==> src/rtl/cic_stream_ctrl.sv <==
// cic_stream_ctrl: sequencing controller for the two-stage CIC decimation path.
// Holds the CIC cleared while idle, discards outputs until the comb delay
// lines have settled, then keeps every DECIM-th CIC output and presents it on
// a valid/ready port with sticky overrun detection.
module cic_stream_ctrl #(
   parameter int IN_W      = 12,
   parameter int OUT_W     = 20,
   parameter int DECIM     = 16,
   parameter int SETTLE_EN = 36,
   parameter int CNT_W     = 16
) (
   input  logic             i_clk,
   input  logic             i_reset,
   input  logic             i_start,
   input  logic             i_stop,
   input  logic             i_in_valid,
   input  logic [IN_W-1:0]  i_in_data,
   output logic             o_in_ready,
   output logic             o_filter_reset_n,
   output logic             o_filter_en,
   output logic [IN_W-1:0]  o_filter_data,
   input  logic [OUT_W-1:0] i_filter_data,
   output logic             o_out_valid,
   input  logic             i_out_ready,
   output logic [OUT_W-1:0] o_out_data,
   output logic             o_busy,
   output logic             o_overrun,
   output logic [CNT_W-1:0] o_sample_cnt
);

   localparam int SC_W = $clog2(SETTLE_EN + 1);
   localparam int DC_W = (DECIM > 2) ? $clog2(DECIM) : 1;

   typedef enum logic [1:0] {
      ST_IDLE,
      ST_SETTLE,
      ST_RUN
   } state_t;

   state_t           state_q;
   logic             filt_rst_n_q;
   logic             in_ready_q;
   logic [SC_W-1:0]  settle_cnt_q;
   logic [DC_W-1:0]  decim_cnt_q;

   logic             cap_pend_q,   cap_pend_d;
   logic             out_valid_q,  out_valid_d;
   logic [OUT_W-1:0] out_data_q,   out_data_d;
   logic             overrun_q,    overrun_d;
   logic [CNT_W-1:0] sample_cnt_q, sample_cnt_d;

   logic             filter_en;
   logic             start_edge;
   logic             xfer;

   assign filter_en  = i_in_valid & in_ready_q;
   assign start_edge = (state_q == ST_IDLE) & i_start;
   assign xfer       = out_valid_q & i_out_ready;

   // Run-state sequencing with registered CIC reset and input-ready outputs
   always_ff @(posedge i_clk or negedge i_reset) begin
      if (!i_reset) begin
         state_q      <= ST_IDLE;
         filt_rst_n_q <= 1'b0;
         in_ready_q   <= 1'b0;
         settle_cnt_q <= '0;
         decim_cnt_q  <= '0;
      end else begin
         case (state_q)
            ST_IDLE: begin
               if (i_start) begin
                  state_q      <= ST_SETTLE;
                  filt_rst_n_q <= 1'b1;
                  in_ready_q   <= 1'b1;
                  settle_cnt_q <= '0;
                  decim_cnt_q  <= '0;
               end
            end
            ST_SETTLE: begin
               if (i_stop) begin
                  state_q      <= ST_IDLE;
                  filt_rst_n_q <= 1'b0;
                  in_ready_q   <= 1'b0;
               end else if (filter_en) begin
                  settle_cnt_q <= settle_cnt_q + SC_W'(1);
                  if (settle_cnt_q == SC_W'(SETTLE_EN - 1)) begin
                     state_q     <= ST_RUN;
                     decim_cnt_q <= '0;
                  end
               end
            end
            ST_RUN: begin
               if (i_stop) begin
                  state_q      <= ST_IDLE;
                  filt_rst_n_q <= 1'b0;
                  in_ready_q   <= 1'b0;
               end else if (filter_en) begin
                  if (decim_cnt_q == DC_W'(DECIM - 1)) begin
                     decim_cnt_q <= '0;
                  end else begin
                     decim_cnt_q <= decim_cnt_q + DC_W'(1);
                  end
               end
            end
            default: begin
               state_q      <= ST_IDLE;
               filt_rst_n_q <= 1'b0;
               in_ready_q   <= 1'b0;
            end
         endcase
      end
   end

   // Capture, output hand-off, overrun and transfer count next-state
   always_comb begin
      // The marking enable schedules a capture even when i_stop lands on the
      // same cycle, so the last kept sample of a run is never lost.
      cap_pend_d   = filter_en & (state_q == ST_RUN) &
                     (decim_cnt_q == DC_W'(DECIM - 1));
      out_valid_d  = out_valid_q & ~xfer;
      out_data_d   = out_data_q;
      overrun_d    = overrun_q;
      sample_cnt_d = xfer ? sample_cnt_q + CNT_W'(1) : sample_cnt_q;
      if (cap_pend_q) begin
         if (!out_valid_q || xfer) begin
            out_valid_d = 1'b1;
            out_data_d  = i_filter_data;
         end else begin
            overrun_d = 1'b1;
         end
      end
      if (start_edge) begin
         overrun_d    = 1'b0;
         sample_cnt_d = '0;
      end
   end

   // Output holding register and status state
   always_ff @(posedge i_clk or negedge i_reset) begin
      if (!i_reset) begin
         cap_pend_q   <= 1'b0;
         out_valid_q  <= 1'b0;
         out_data_q   <= '0;
         overrun_q    <= 1'b0;
         sample_cnt_q <= '0;
      end else begin
         cap_pend_q   <= cap_pend_d;
         out_valid_q  <= out_valid_d;
         out_data_q   <= out_data_d;
         overrun_q    <= overrun_d;
         sample_cnt_q <= sample_cnt_d;
      end
   end

   assign o_in_ready       = in_ready_q;
   assign o_filter_reset_n = filt_rst_n_q;
   assign o_filter_en      = filter_en;
   assign o_filter_data    = i_in_data;
   assign o_out_valid      = out_valid_q;
   assign o_out_data       = out_data_q;
   assign o_busy           = (state_q != ST_IDLE);
   assign o_overrun        = overrun_q;
   assign o_sample_cnt     = sample_cnt_q;

endmodule
==> config.mk <==
export PLATFORM = sky130hd
export DESIGN_NAME = cic_stream_ctrl
export DESIGN_NICKNAME = d
export VERILOG_FILES = /design/src/rtl/cic_stream_ctrl.sv
export SDC_FILE = /design/constraint.sdc
export NUM_CORES = 1
export LEC_CHECK = 0
export ABC_CLOCK_PERIOD_IN_PS = 4400
export CAP_MARGIN = 20
export CORE_MARGIN = 10
export CORE_UTILIZATION = 49
export CTS_BUF_LIST = sky130_fd_sc_hd__clkbuf_16
export CTS_CLUSTER_DIAMETER = 60
export DETAILED_ROUTE_END_ITERATION = 6
export MAX_ROUTING_LAYER = met4
export PLACE_DENSITY = 0.89
export RECOVER_POWER = 25
export SLEW_MARGIN = 10
export SYNTH_ARGS = -nofsm -noshare
export SYNTH_HDL_FRONTEND = slang
export SYNTH_SLANG_ARGS = --single-unit
==> constraint.sdc <==
create_clock -name i_clk -period 4.4 [get_ports i_clk]
set_clock_uncertainty 0.1 [all_clocks]
set_input_delay 0.66 -clock i_clk [delete_from_list [all_inputs] [get_ports i_clk]]
set_output_delay 0.66 -clock i_clk [all_outputs]
set_load 0.02 [all_outputs]
==> results of run 1 <==
-- sequential cells by signal, indices dropped and copies added, names as in the netlist --
register / cells
o_sample_cnt: 16
cap_pend_q: 1
o_overrun: 1
state_q: 2
o_out_valid: 1
o_out_data: 20
decim_cnt_q: 4
settle_cnt_q: 6
o_in_ready: 1
-- metrics by stage --
| stage | worst slack, ps | cell area (µm²) | cells |
|---|---|---|---|
| detailed placement | 1610 | 3330 | 376 |
| global route | 803 | 3500 | 384 |
| finish | 1380 | 3500 | 384 |
| CTS | 1590 | 3500 | 384 |
| global placement | 1610 | 3330 | 376 |
| floorplan | 2450 | 2730 | 260 |
-- how the worst min path moves through the flow --
stage / slack (ps) / from / cells after the start / endpoint
floorplan: 260 / i_reset / 0 / cap_pend_q$_DFF_PN0_
global placement: 370 / cap_pend_q$_DFF_PN0_ / 1 / o_out_valid$_DFF_PN0_
detailed placement: 380 / cap_pend_q$_DFF_PN0_ / 1 / o_out_valid$_DFF_PN0_
CTS: 400 / cap_pend_q$_DFF_PN0_ / 1 / o_out_valid$_DFF_PN0_
global route: 420 / o_out_data[5]$_DFFE_PN0P_ / 1 / o_out_data[5]$_DFFE_PN0P_
finish: 400 / cap_pend_q$_DFF_PN0_ / 1 / o_out_valid$_DFF_PN0_
-- layout make-up --
| type | instances | area (µm²) |
|---|---|---|
| repair buffers | 68 | 669 |
| clock buffers | 5 | 125 |
| fillers | 445 | 1980 |
| flip-flops and latches | 52 | 1300 |
| inverters | 11 | 41.3 |
| well taps | 72 | 90.1 |
| clock inverters | 3 | 46.3 |
| multi-input cells | 173 | 1220 |
-- power by group through the flow --
stage                     Clock [W]  Combinational, W  Sequential, W
after floorplan                   0          0.000217       0.000533
after global placement            0          0.000278       0.000530
after CTS                  0.000462          0.000287       0.000523
final                      0.000452          0.000285       0.000524
after detailed placement          0          0.000284       0.000532
after global routing       0.000476          0.000314       0.000528
-- synthesized netlist by cell type (2+ instances only) --
| cell type | count |
|---|---|
| mux2i_1 | 2 |
| nand2b_1 | 4 |
| or3_1 | 4 |
| xor2_1 | 6 |
| buf_2 | 3 |
| o21ai_0 | 11 |
| inv_1 | 11 |
| mux2_2 | 20 |
| nor2_1 | 15 |
| nor2b_1 | 2 |
| a31oi_1 | 3 |
| nand3_1 | 12 |
| nand4b_1 | 2 |
| and2_2 | 2 |
| dfrtp_1 | 52 |
| xnor2_1 | 2 |
| a221o_1 | 2 |
| o31ai_1 | 5 |
| or4_1 | 3 |
| clkbuf_8 | 2 |
| or3_2 | 2 |
| and4_4 | 2 |
| nand4_1 | 7 |
| nand2_1 | 18 |
| a21oi_1 | 17 |
| a211o_1 | 3 |
| ha_1 | 6 |
| buf_4 | 14 |
| clkbuf_1 | 4 |
-- worst reg2reg max path, stage by stage, from the launching register on --
cell,delay [ps]
dfrtp_1,400
inv_1,90
ha_1,570
nand4b_1,230
a2111oi_0,590
xnor2_1,180
nor2_1,60
-- routing by layer --
layer  global-route usage  routed length [µm]  vias to the layer above
li1                     -                   -                     1022
met1                0.169                2760                     1028
met2                0.224                3180                       77
met3               0.0341                 435                        4
met4               0.0399                  30                        0
met5                    -                   0                        -
-- cells by family after synthesis --
group,share of synthesized area
compound gates,0.116
xor+xnor,0.0256
fa+ha+maj,0.0275
buf+inv,0.0764
flops,0.476
mux,0.0952
simple gates,0.184
==> flow_summary.ini, run 1 <==
[status]
status = complete, but fails checks
violations = capacitance limit, slew limit

[cells_and_area]
insertedDiodeCount = 0
layout.nets = 355
fin_util = 0.639
drive_above_1_share = 0.128
mostFrequentLayoutCells = 66 x clkdlybuf4s50_1, 52 x dfrtp_1, 20 x mux2_2, 18 x nand2_1, 17 x a21oi_1
syn_to_final_growth_pct = 27.9
mostFrequentLayoutCell = clkdlybuf4s50_1

[global_route]
grt_pass1_wl_um = 9800
grt_util_all_layers = 0.139
antenna_found_initial = 0
grt_max_degree = 53
grt_pass1_vias = 1953
grt-ovfl-total = 0

[detailed_routing]
detail-route-antenna-nets = 0
routed_wl_um = 6410
drc = 0
wl_per_cell_um = 16.7
drt-initial-drc-count = 98
vias_per_cell = 5.55
drt_pass1_iterations = 4
vias = 2131

[synth]
yosys_warnings = 0
synth_seq_area_share = 0.476
synth.avg_cell_area_um2 = 10.5
synth.top_cells.by_area = dfrtp_1 48%, mux2_2 8.2%, buf_4 3.8%, a21oi_1 3.1%, ha_1 2.7%
synth_nets = 304
synth_area_leader_cell = dfrtp_1
synth.distinct_cells = 53
syn-instance-count = 260
synth_edf_count = 0
synth_ff_type = dfrtp_1
synthArstFlopShare = 1.00
yosysTopAreaCellShare = 0.476
ys_ff_latch = 52
syn_area_um2 = 2730

[power_and_ir_drop]
power.total_w = 0.00126
seqPwrFrac = 0.415
pwr-share-clk = 0.359
net-switching-power_w = 0.000379
p_per_area_nw_per_um2 = 361
p_comb_frac = 0.226
ir_worst_vdd_mv = 0.258
swShare = 0.300
p_int_w = 0.000883
p_leak_nw = 1.53

[placement]
place_congestion = 0.821
port_buffers = 67
dp_hpwl_um = 4760

[floorplan]
core-area_um2 = 5470
rows = 27
ioPinCount = 92
start_util = 0.500
die_h_um = 94.7
die_area_um2 = 8970
die_x_um = 94.7

[clock_tree]
clock_latency_ps = 290
clockBufferDepth = 2
cts_tree = yes
clk_pin_slew_ps = 70
holdBufCountCts = 0
post-cts-setup-buffer-count = 0
root_buffer = clkbuf_16
clock-sinks = 52
ctsHtreeMaxLevel = 2
post_cts_resized = 0
cts_buffers = 5

[worst_setup_path]
crit_family = buffers and inverters
cp.required_ps = 4100
crit_path_start_kind = primary input
worstReg2RegStart = state_q[1]$_DFFE_PN0P_
arrival_ps = 2720
worstReg2RegEnd = settle_cnt_q[4]$_DFFE_PN0P_
critPathSlowestCell = clkbuf_1
path_cells = buf_2 > clkbuf_1
r2r_slack_ps = 2070
crit_path_max_fanout = 52
worst-path-buf-inv = 2
crit_type = primary input to asynchronous set/reset pin
worstSetupPathDepth = 2
max_stage_delay_ps = 1960
critPathLaunch = i_reset
endpoint = o_out_data[1]$_DFFE_PN0P_
cp-end-kind = asynchronous set/reset pin
reg2reg_depth = 6

[sta]
maxSlewHeadroom = -0.855
fin_hold_ws_ps = 404
tightest_slew_ps = 2780
fmax_mhz = 331
slew_violations = 53
setup-violations-final = 0
period_minus_slack_ps = 3020
finalHoldViolCount = 0
rsz0062_at_grt = no
setup_tns_ps = 0
finalCritPeriodShare = 0.686

[min_path]
hp-class = register to register

[flow_run]
cap_viol_max_count = 1
No activity file was read; power rests on OpenSTA's default activity.
==> run 2: changes to the inputs <==
--- a/config.mk
+++ b/config.mk
@@ -5,15 +5,15 @@
 export SDC_FILE = /design/constraint.sdc
 export NUM_CORES = 1
 export LEC_CHECK = 0
-export ABC_CLOCK_PERIOD_IN_PS = 4400
+export ABC_CLOCK_PERIOD_IN_PS = 3000
 export CAP_MARGIN = 20
 export CORE_MARGIN = 10
-export CORE_UTILIZATION = 49
+export CORE_UTILIZATION = 46
 export CTS_BUF_LIST = sky130_fd_sc_hd__clkbuf_16
 export CTS_CLUSTER_DIAMETER = 60
 export DETAILED_ROUTE_END_ITERATION = 6
 export MAX_ROUTING_LAYER = met4
-export PLACE_DENSITY = 0.89
+export PLACE_DENSITY = 0.85
 export RECOVER_POWER = 25
 export SLEW_MARGIN = 10
 export SYNTH_ARGS = -nofsm -noshare
==> constraint.sdc (replaced) <==
create_clock -name i_clk -period 3 [get_ports i_clk]
set_clock_uncertainty 0.1 [all_clocks]
set_input_delay 0.45 -clock i_clk [delete_from_list [all_inputs] [get_ports i_clk]]
set_output_delay 0.45 -clock i_clk [all_outputs]
set_load 0.02 [all_outputs]
==> run 2 against run 1 <==
  * Die area up 5.1%
  * Cell area fell by 0.36%
  * The run now ends clean
  * Wire length is 4.6% lower
==> flow_summary.ini, run 2 (same netlist as run 1, synthesis figures left out) <==
[detailed_routing]
drc = 0
routed_wl_um = 6110
drt_pass1_iterations = 4
vias = 2134
detail-route-antenna-nets = 0
vias_per_cell = 5.49
drt-initial-drc-count = 56
wl_per_cell_um = 15.7

[cells_and_area]
largest_reg_flops = 20
syn_to_final_growth_pct = 27.5
drive_above_1_share = 0.127
mostFrequentLayoutCell = clkdlybuf4s50_1
nFillCells = 497
design_area_um2 = 3480
insertedDiodeCount = 0
mostFrequentLayoutCells = 66 x clkdlybuf4s50_1, 52 x dfrtp_1, 20 x mux2_2, 18 x nand2_1, 17 x a21oi_1
layout.nets = 357

[sta]
finalCritPeriodShare = 0.797
setup-violations-final = 0
finalHoldViolCount = 0
period_minus_slack_ps = 2390
maxSlewHeadroom = 0.180
rsz0062_at_grt = no
slew_violations = 0
setup_tns_ps = 0
tightest_slew_ps = 1230
fmax_mhz = 418

[global_route]
grt_pass1_vias = 2142
grt_pass1_wl_um = 10700
grt_util_all_layers = 0.136
antenna_found_initial = 0
grt-ovfl-total = 0
grt_max_degree = 31

[floorplan]
ioPinCount = 92
rows = 28
die_h_um = 97.1
die_area_um2 = 9430
core-area_um2 = 5850
start_util = 0.467
die_x_um = 97.1

[clock_tree]
clk_pin_slew_ps = 70
cts_buffers = 5
post_cts_resized = 0
holdBufCountCts = 0
cts_tree = yes
ctsHtreeMaxLevel = 2
clockBufferDepth = 2
clock-sinks = 52
clock_latency_ps = 280
post-cts-setup-buffer-count = 0
root_buffer = clkbuf_16

[power_and_ir_drop]
p_leak_nw = 1.53
ir_worst_vdd_mv = 0.557
p_per_area_nw_per_um2 = 500

[worst_setup_path]
crit_path_start_kind = register
arrival_ps = 1840
crit_path_max_fanout = 9
critPathLaunch = state_q[0]$_DFFE_PN0P_
cp-end-kind = output port
worstReg2RegEnd = decim_cnt_q[0]$_DFFE_PN0P_
worstReg2RegStart = settle_cnt_q[0]$_DFFE_PN0P_
cp.required_ps = 2450
r2r_slack_ps = 970
crit_type = register to output port
reg2reg_depth = 5

[placement]
place_congestion = 0.895
dp_hpwl_um = 4650
port_buffers = 67
postPlaceCellArea_um2 = 3350

[status]
status = completed

[min_path]
hp-class = primary input to asynchronous set/reset pin

[flow_run]
cap_viol_max_count = 0
## run 2: report_power, final
part / total, W / internal (W) / leakage [nW] / switching [W]
clock: 0.000549 / 0.000304 / 0.0687 / 0.000246
sequential: 0.000769 / 0.000727 / 0.722 / 0.0000420
combinational: 0.000423 / 0.000176 / 0.740 / 0.000246
total: 0.00174 / 0.00121 / 1.53 / 0.000534
## run 2: metrics by stage
step	power, W	util	instances	worst slack [ps]	hold WS [ps]
6_report	0.00174	0.596	389	609	301
5_1_grt	0.00184	0.596	389	519	417
4_1_cts	0.00176	0.596	389	603	45.8
3_5_place_dp	0.00120	0.572	381	627	354
3_3_place_gp	0.00120	0.572	381	620	357
2_1_floorplan	0.00110	-	260	1190	54.4
## run 2: layer usage
layer	track usage	wire [µm]	up-vias
met5	-	0	-
met4	0.0238	14	0
met3	0.0341	348	3
met2	0.230	3140	60
met1	0.160	2610	1045
li1	-	-	1026
## run 2: worst max-delay path: stages (launching register included)
cell and delay (ps):
dfrtp_1 400, inv_1 90, ha_1 360, inv_1 150, clkdlybuf4s50_1 570
## run 2: final cells by class
class | instances | area, µm² | share of cell area
clock inverters | 3 | 15.0 | 0.00431
clock buffers | 5 | 125 | 0.0359
repair buffers | 70 | 684 | 0.196
flip-flops and latches | 52 | 1300 | 0.373
well taps | 75 | 93.8 | 0.0269
multi-input cells | 173 | 1220 | 0.351
inverters | 11 | 41.3 | 0.0118
## run 2: worst max path at each step
stage | to | slack (ps) | depth (start not counted)
after global placement | o_filter_en | 620 | 4
after floorplan | decim_cnt_q[0]$_DFFE_PN0P_ | 1190 | 4
final | o_busy | 610 | 4
after CTS | o_filter_en | 600 | 4
after global routing | o_busy | 520 | 4
after detailed placement | o_filter_en | 630 | 4
